**config.mk**
```make
export PLATFORM = sky130hd
export DESIGN_NAME = decoder_3to8_seq_flat
export DESIGN_NICKNAME = d
export VERILOG_FILES = /design/src/rtl/decoder_3to8_seq_if.sv /design/src/rtl/decoder_3to8_seq.sv /design/src/flat_wrapper.sv
export SDC_FILE = /design/constraint.sdc
export NUM_CORES = 1
export LEC_CHECK = 0
export CORE_MARGIN = 8
export CORE_UTILIZATION = 30
export DETAILED_ROUTE_END_ITERATION = 10
export GPL_ROUTABILITY_DRIVEN = 0
export GPL_TIMING_DRIVEN = 1
export SLEW_MARGIN = 20
export SYNTH_ARGS = -nofsm -noshare
export SYNTH_HDL_FRONTEND = slang
export SYNTH_SLANG_ARGS = --single-unit
export TNS_END_PERCENT = 50
```
**constraint.sdc**
```tcl
create_clock -name clk -period 2 [get_ports clk]
set_input_delay 0.3 -clock clk [delete_from_list [all_inputs] [get_ports clk]]
set_output_delay 0.3 -clock clk [all_outputs]
set_load 0.05 [all_outputs]
```
**src/rtl/decoder_3to8_seq_if.sv**
```systemverilog
// Handshake and output bundle for the sequenced 3-to-8 decoder.
// master drives codes in, slave is the decoder itself.
interface decoder_3to8_seq_if;
   logic       in_valid;
   logic       in_ready;
   logic [2:0] in_code;
   logic [7:0] out;
   logic       busy;
   logic       done;

   modport master (
      output in_valid,
      output in_code,
      input  in_ready,
      input  out,
      input  busy,
      input  done
   );

   modport slave (
      input  in_valid,
      input  in_code,
      output in_ready,
      output out,
      output busy,
      output done
   );
endinterface

```
**src/rtl/decoder_3to8_seq.sv**
```systemverilog
// Sequenced 3-to-8 one-hot decoder: each accepted code becomes a timed one-hot
// strobe of HOLD_CYCLES cycles followed by a GAP_CYCLES all-zero gap.
//
// state | meaning
// IDLE  | ready for a code, out all zero
// HOLD  | one-hot bit asserted, counting down the hold time
// GAP   | out forced to zero, counting down the gap before the next accept
module decoder_3to8_seq #(
   parameter int HOLD_CYCLES = 4,
   parameter int GAP_CYCLES  = 1
) (
   input  logic               clk,
   input  logic               rst_n,
   decoder_3to8_seq_if.slave  bus
);

   typedef enum logic [1:0] {
      IDLE = 2'd0,
      HOLD = 2'd1,
      GAP  = 2'd2
   } state_t;

   localparam logic [7:0] HOLD_LOAD = 8'(HOLD_CYCLES - 1);
   localparam logic [7:0] GAP_LOAD  = 8'(GAP_CYCLES - 1);

   state_t     state;
   logic [7:0] cnt;
   logic [7:0] out_q;
   logic       ready_q;
   logic       busy_q;
   logic       done_q;

   always_ff @(posedge clk or negedge rst_n) begin
      if (!rst_n) begin
         state   <= IDLE;
         cnt     <= 8'd0;
         out_q   <= 8'h00;
         ready_q <= 1'b1;
         busy_q  <= 1'b0;
         done_q  <= 1'b0;
      end else begin
         done_q <= 1'b0;
         case (state)
            IDLE: begin
               if (bus.in_valid && ready_q) begin
                  out_q   <= 8'h01 << bus.in_code;
                  cnt     <= HOLD_LOAD;
                  state   <= HOLD;
                  ready_q <= 1'b0;
                  busy_q  <= 1'b1;
               end
            end
            HOLD: begin
               if (cnt != 8'd0) begin
                  cnt <= cnt - 8'd1;
               end else begin
                  out_q  <= 8'h00;
                  done_q <= 1'b1;
                  // a zero gap drops straight back to IDLE so done and ready coincide
                  if (GAP_CYCLES > 0) begin
                     cnt   <= GAP_LOAD;
                     state <= GAP;
                  end else begin
                     state   <= IDLE;
                     ready_q <= 1'b1;
                     busy_q  <= 1'b0;
                  end
               end
            end
            GAP: begin
               if (cnt != 8'd0) begin
                  cnt <= cnt - 8'd1;
               end else begin
                  state   <= IDLE;
                  ready_q <= 1'b1;
                  busy_q  <= 1'b0;
               end
            end
            default: begin
               state   <= IDLE;
               cnt     <= 8'd0;
               out_q   <= 8'h00;
               ready_q <= 1'b1;
               busy_q  <= 1'b0;
            end
         endcase
      end
   end

   assign bus.out      = out_q;
   assign bus.in_ready = ready_q;
   assign bus.busy     = busy_q;
   assign bus.done     = done_q;

endmodule

```
**src/flat_wrapper.sv**
```systemverilog
// flat-port wrapper written by rule: the top's interface ports become plain ports
module decoder_3to8_seq_flat 
#(
   parameter int HOLD_CYCLES = 4,
   parameter int GAP_CYCLES  = 1
)
  (clk, rst_n, bus_in_valid, bus_in_code, bus_in_ready, bus_out, bus_busy, bus_done);
  decoder_3to8_seq_if bus_i ();
  input  logic clk;
  input  logic rst_n;
  input wire logic [$bits(bus_i.in_valid)-1:0] bus_in_valid;
  input wire logic [$bits(bus_i.in_code)-1:0] bus_in_code;
  output wire logic [$bits(bus_i.in_ready)-1:0] bus_in_ready;
  output wire logic [$bits(bus_i.out)-1:0] bus_out;
  output wire logic [$bits(bus_i.busy)-1:0] bus_busy;
  output wire logic [$bits(bus_i.done)-1:0] bus_done;
  assign bus_i.in_valid = bus_in_valid;
  assign bus_i.in_code = bus_in_code;
  assign bus_in_ready = bus_i.in_ready;
  assign bus_out = bus_i.out;
  assign bus_busy = bus_i.busy;
  assign bus_done = bus_i.done;
  decoder_3to8_seq #(.HOLD_CYCLES(HOLD_CYCLES), .GAP_CYCLES(GAP_CYCLES)) u_core (.clk(clk), .rst_n(rst_n), .bus(bus_i));
endmodule
```
# Word level (Yosys, flattened, before mapping)
# Cells that the tools add are included.
# Widths: inputs -> output; s select.
# op_classes
n_eq_ne	6
n_addsub	1
reduce_logical	7
muxes	19
bitwise_logic	2
n_shift	1
# ops
operator	n
$pmux 8 s3	2
$mux 8	5
$reduce_and 3->1	3
$reduce_bool 8->1	1
$shl 1x3->8 const A	1
$sub 8x1->8 const B	1
$mux 1	6
$mux 2	3
$pmux 1 s3	2
$pmux 2 s3	1
$ne 2x1->1 const B	2
$ne 2x2->1 const B	2
$eq 2x1->1 const B	1
$eq 2x2->1 const B	1
$logic_not 2->1	1
$not 1->1	2
$reduce_and 2->1	1
$logic_and 1x1->1	1
# totals
input_bits	6
output_inout_bits	11
register_bits	21

# Longest topological paths before layout
# logic_depth
word_depth	3
mapped_depth	7
ltp_nobuf	6

# Worst setup path before layout
# Ideal clock, no wire load.
# synth_timing
path_kind	flip-flop to flip-flop
startpoint	reg u_core.ready_q (netlist: u_core.bus.in_ready)
endpoint	reg u_core.out_q[1] (netlist: u_core.bus.out[1])
period_less_slack_ns	1.749
path_buffers	1
slack_ns	0.251
required_ns	1.905
stages_incl_launch_ff	5
setup_ns	0.095
arrival_ns	1.654
path_cell_list	dfstp_2 -> nor4bb_1 -> a221oi_4 -> buf_6 -> o31ai_1
# synth_between
elab_chain_len	3
# synth_rtl
item	line_no	rtl
from (decl)	decoder_3to8_seq.sv:29	logic ready_q;
from (signal assigned)	decoder_3to8_seq.sv:38	ready_q <= 1'b1;
from (signal assigned)	decoder_3to8_seq.sv:49	ready_q <= 1'b0;
from (signal assigned)	decoder_3to8_seq.sv:65	ready_q <= 1'b1;
$logic_and 1x1->1	decoder_3to8_seq.sv:45	if (bus.in_valid && ready_q) begin
$ne 2x1->1 (no line)	-	
$reduce_and 3->1 (no line)	-	
to (signal assigned)	decoder_3to8_seq.sv:46	out_q <= 8'h01 << bus.in_code;
to (decl)	decoder_3to8_seq.sv:28	logic [7:0] out_q;
# No other way between the ends.
# A chain may end at the register's enable or synchronous reset.

# Worst setup path after layout
# layout_timing
startpoint	reg u_core.cnt[1]
endpoint	reg u_core.out_q[0] (netlist: u_core.bus.out[0])
# layout_between
elab_chain_len	3
# layout_rtl
item	line_no	rtl
from (decl)	decoder_3to8_seq.sv:27	logic [7:0] cnt;
from (signal assigned)	decoder_3to8_seq.sv:55	cnt <= cnt - 8'd1;
from (signal assigned)	decoder_3to8_seq.sv:72	cnt <= cnt - 8'd1;
$reduce_bool 8->1	decoder_3to8_seq.sv:54	if (cnt != 8'd0) begin
$ne 2x2->1 (no line)	-	
$reduce_and 3->1 (no line)	-	
# No other way between the ends.

==> out/metrics.yaml <==
floorplanning:
  die_w_um: 77.40
  coreArea_mm2: 0.003633
  die_height_um: 77.40
  die_area_mm2: 0.005991
  start_util: 0.3113
  rows: 22
  io_pins: 17
global_route:
  grt_max_degree: 22
  antenna_found_initial: 0
  overflow: 0
  grt_usage: 0.08587
  grt_pass1_wl_um: 4340
  grt_pass1_vias: 893
sta:
  hold_violations: 0
  layout_setup_ws_ns: 0.1378
  max_slew.worst_pin.slew_ns: 0.5059
  fmax_mhz: 537.0
  finalMaxSlewViolations: 0
  rsz0062_at_grt: "no"
  min_period_over_period: 0.9311
  setup_viol: 0
  fin_crit_ns: 1.862
  final.setup_skew_ns: 0.001531
  whs_ns: 0.3844
  tns_ns: 0
  slew_headroom: 0.6617
clock_tree:
  cts_hold_buf: 0
  cts_tree: "yes"
  htree_levels: 1
  cts_buffers: 3
  cts_buffer_depth: 2
  clock_sinks: 21
  cts-root-buf: "clkbuf_8"
  insertion_delay_ns: 0.26
  clk_pin_slew_ns: 0.08
placed_design:
  dpl.hpwl_um: 1854
  post_dp_cell_area_mm2: 0.001374
  port_buffers: 16
  dp_slack_ns: 0.04937
  dp_cells: 180
power_and_ir_drop:
  p_leak_nw: 0.6621
  p_clk_frac: 0.380
  power.internal_mw: 0.5753
  seq_power_share: 0.580
  power_switching_share: 0.2131
  powerDensity_mw_per_mm2: 509.8
  ir_drop_mv: 0.3272
  p_sw_mw: 0.1558
  power_mw: 0.7311
  p_comb_frac: 0.040
setup_path:
  crit_required_ns: 2.15
  r2r_start: "u_core.cnt[1]"
  crit_path_end_kind: "flop"
  rr_endpoint: "u_core.bus.out[0]"
  worst-setup-path-type: "flop to flop"
  crit_arrival_ns: 2.01
  critPathMaxFanout: 18
  worst_setup_path_start_kind: "flop"
  ff2ff_setup_slack_ns: 0.14
  rr_worst_depth: 6
cells_and_area:
  utilization: 0.3946
  area_growth_pct: 26.77
  layoutNonFillerInstCount: 184
  nets: 145
  antennaDiodeCount: 0
  num-fill-cells: 370
  drive_above_1_share: 0.1324
  fin_area_mm2: 0.001434
routing:
  drtIter0Drc: 68
  first_pass_iters: 4
  avgRoutedWirePerCell_um: 13.39
  route.antenna.remaining_nets: 0
  routed_wl_um: 2463
  via_per_inst: 5.043
  drc_errors: 0
  vias: 928
yosys:
  ys_seq_area_frac: 0.4657
  syn_inst: 113
  synth_seq_cells: 21
  async_reset_ff_frac: 1.000
  yosys_warnings: 0
  synth-edff-count: 0
  mappedNetlistArea_mm2: 0.001131
  syn-num-nets: 121
  ys.flop_type: "dfrtp_1"
  synth_cell_types: 34
  avgSynthCellArea_um2: 10.01
job:
  cap_violations: 0
outcome:
  status: "finished clean"
hold_path:
  hp-class: "input port to async pin"
power by group through the flow:
stage	clock [mW]	sequential [mW]	combinational, mW
final	0.278	0.424	0.0291
after global routing	0.303	0.424	0.0326
after CTS	0.284	0.424	0.0296
after detailed placement	0	0.433	0.0297
after global placement	0	0.433	0.0292
after floorplan	0	0.433	0.00570
synth_stat cells (2+ instances only):
cell | number | area (µm²)
o31ai_1 | 6 | 45.04
o211ai_1 | 4 | 30.03
inv_1 | 4 | 15.01
or3_1 | 2 | 12.51
or2b_1 | 4 | 30.03
nor3_1 | 2 | 10.01
dfrtp_1 | 20 | 500.5
nor2_1 | 8 | 30.03
ha_1 | 2 | 25.02
nand2b_1 | 5 | 31.28
nand2_1 | 20 | 75.07
mux2i_1 | 6 | 60.06
o41ai_1 | 2 | 17.52
a21oi_1 | 5 | 25.02
o21ai_0 | 4 | 20.02
state kept, by name (all words and copies together), names as in the netlist:
signal	flops
u_core.bus.in_ready	1
u_core.bus.out	8
u_core.cnt	8
u_core.bus.busy	1
u_core.bus.done	1
u_core.state	2
cell usage in the layout (no fill, tap or decap), drive strengths merged, types with 2 or more instances in the layout:
cell | Yosys | final
nor3 | 2 | 2
clkdlybuf4s50 | 0 | 15
a221oi | 2 | 2
nor2 | 8 | 8
nand2b | 5 | 5
o31ai | 6 | 6
o211ai | 4 | 4
nor4 | 2 | 2
clkbuf | 1 | 3
ha | 2 | 2
o41ai | 2 | 2
nand2 | 20 | 20
dfrtp | 20 | 20
a21oi | 6 | 6
or2b | 4 | 4
nor4bb | 2 | 2
o21ai | 4 | 4
or3 | 2 | 2
mux2i | 6 | 6
buf | 3 | 8
inv | 4 | 4
logic make-up after synthesis:
| kind of cell | Yosys count | share of synthesized area |
|---|---|---|
| DFF | 21 | 0.4657 |
| and+or+nand+nor | 48 | 0.2323 |
| AOI/OAI and AO/OA | 28 | 0.1892 |
| muxes | 6 | 0.05310 |
| adders and majority gates | 2 | 0.02212 |
| buffers and inverters | 8 | 0.03760 |
cell type report:
| cell class | count | area (µm²) | share of cell area |
|---|---|---|---|
| multi-input combinational | 84 | 575.6 | 0.4014 |
| sequential | 21 | 526.8 | 0.3674 |
| timing repair buffer | 23 | 210.2 | 0.1466 |
| tap | 48 | 60.06 | 0.04188 |
| clock buffer | 3 | 41.29 | 0.02880 |
| inverter | 4 | 15.01 | 0.01047 |
| clock inverter | 1 | 5.005 | 0.003490 |
critical path, stage by stage (launching register included):
cell and delay, ns:
dfrtp_1 0.41, inv_1 0.12, ha_1 0.19, nor4bb_4 0.34, a221oi_4 0.12, buf_4 0.23, o41ai_1 0.34
worst max path at each step:
stage / cells past startpoint / endpoint / startpoint / slack (ns)
6_report: 6 / u_core.bus.out[0] / u_core.cnt[1] / 0.14
5_1_grt: 6 / u_core.bus.out[0] / u_core.cnt[0] / 0.008
4_1_cts: 6 / u_core.bus.out[0] / u_core.cnt[0] / 0.08
3_5_place_dp: 6 / u_core.bus.out[0] / bus_in_valid / 0.05
3_3_place_gp: 6 / u_core.bus.out[4] / bus_in_valid / 0.17
2_1_floorplan: 4 / u_core.bus.out[1] / u_core.bus.in_ready / 0.25
routing by layer:
layer,part of all wire,GRT usage,routed length [µm],vias to the layer above
li1,-,-,-,453
met1,0.47,0.1148,1165,444
met2,0.46,0.1289,1133,26
met3,0.042,0.01152,103,5
met4,0.025,0.05094,61,0
met5,0,0,0,-
repair_timing:
item / CTS / global route
gates resized for setup: 0 / 2
setup endpoints to repair: 0 / 6
setup buffers: 0 / 0
No activity file was read; power rests on OpenSTA's default activity.
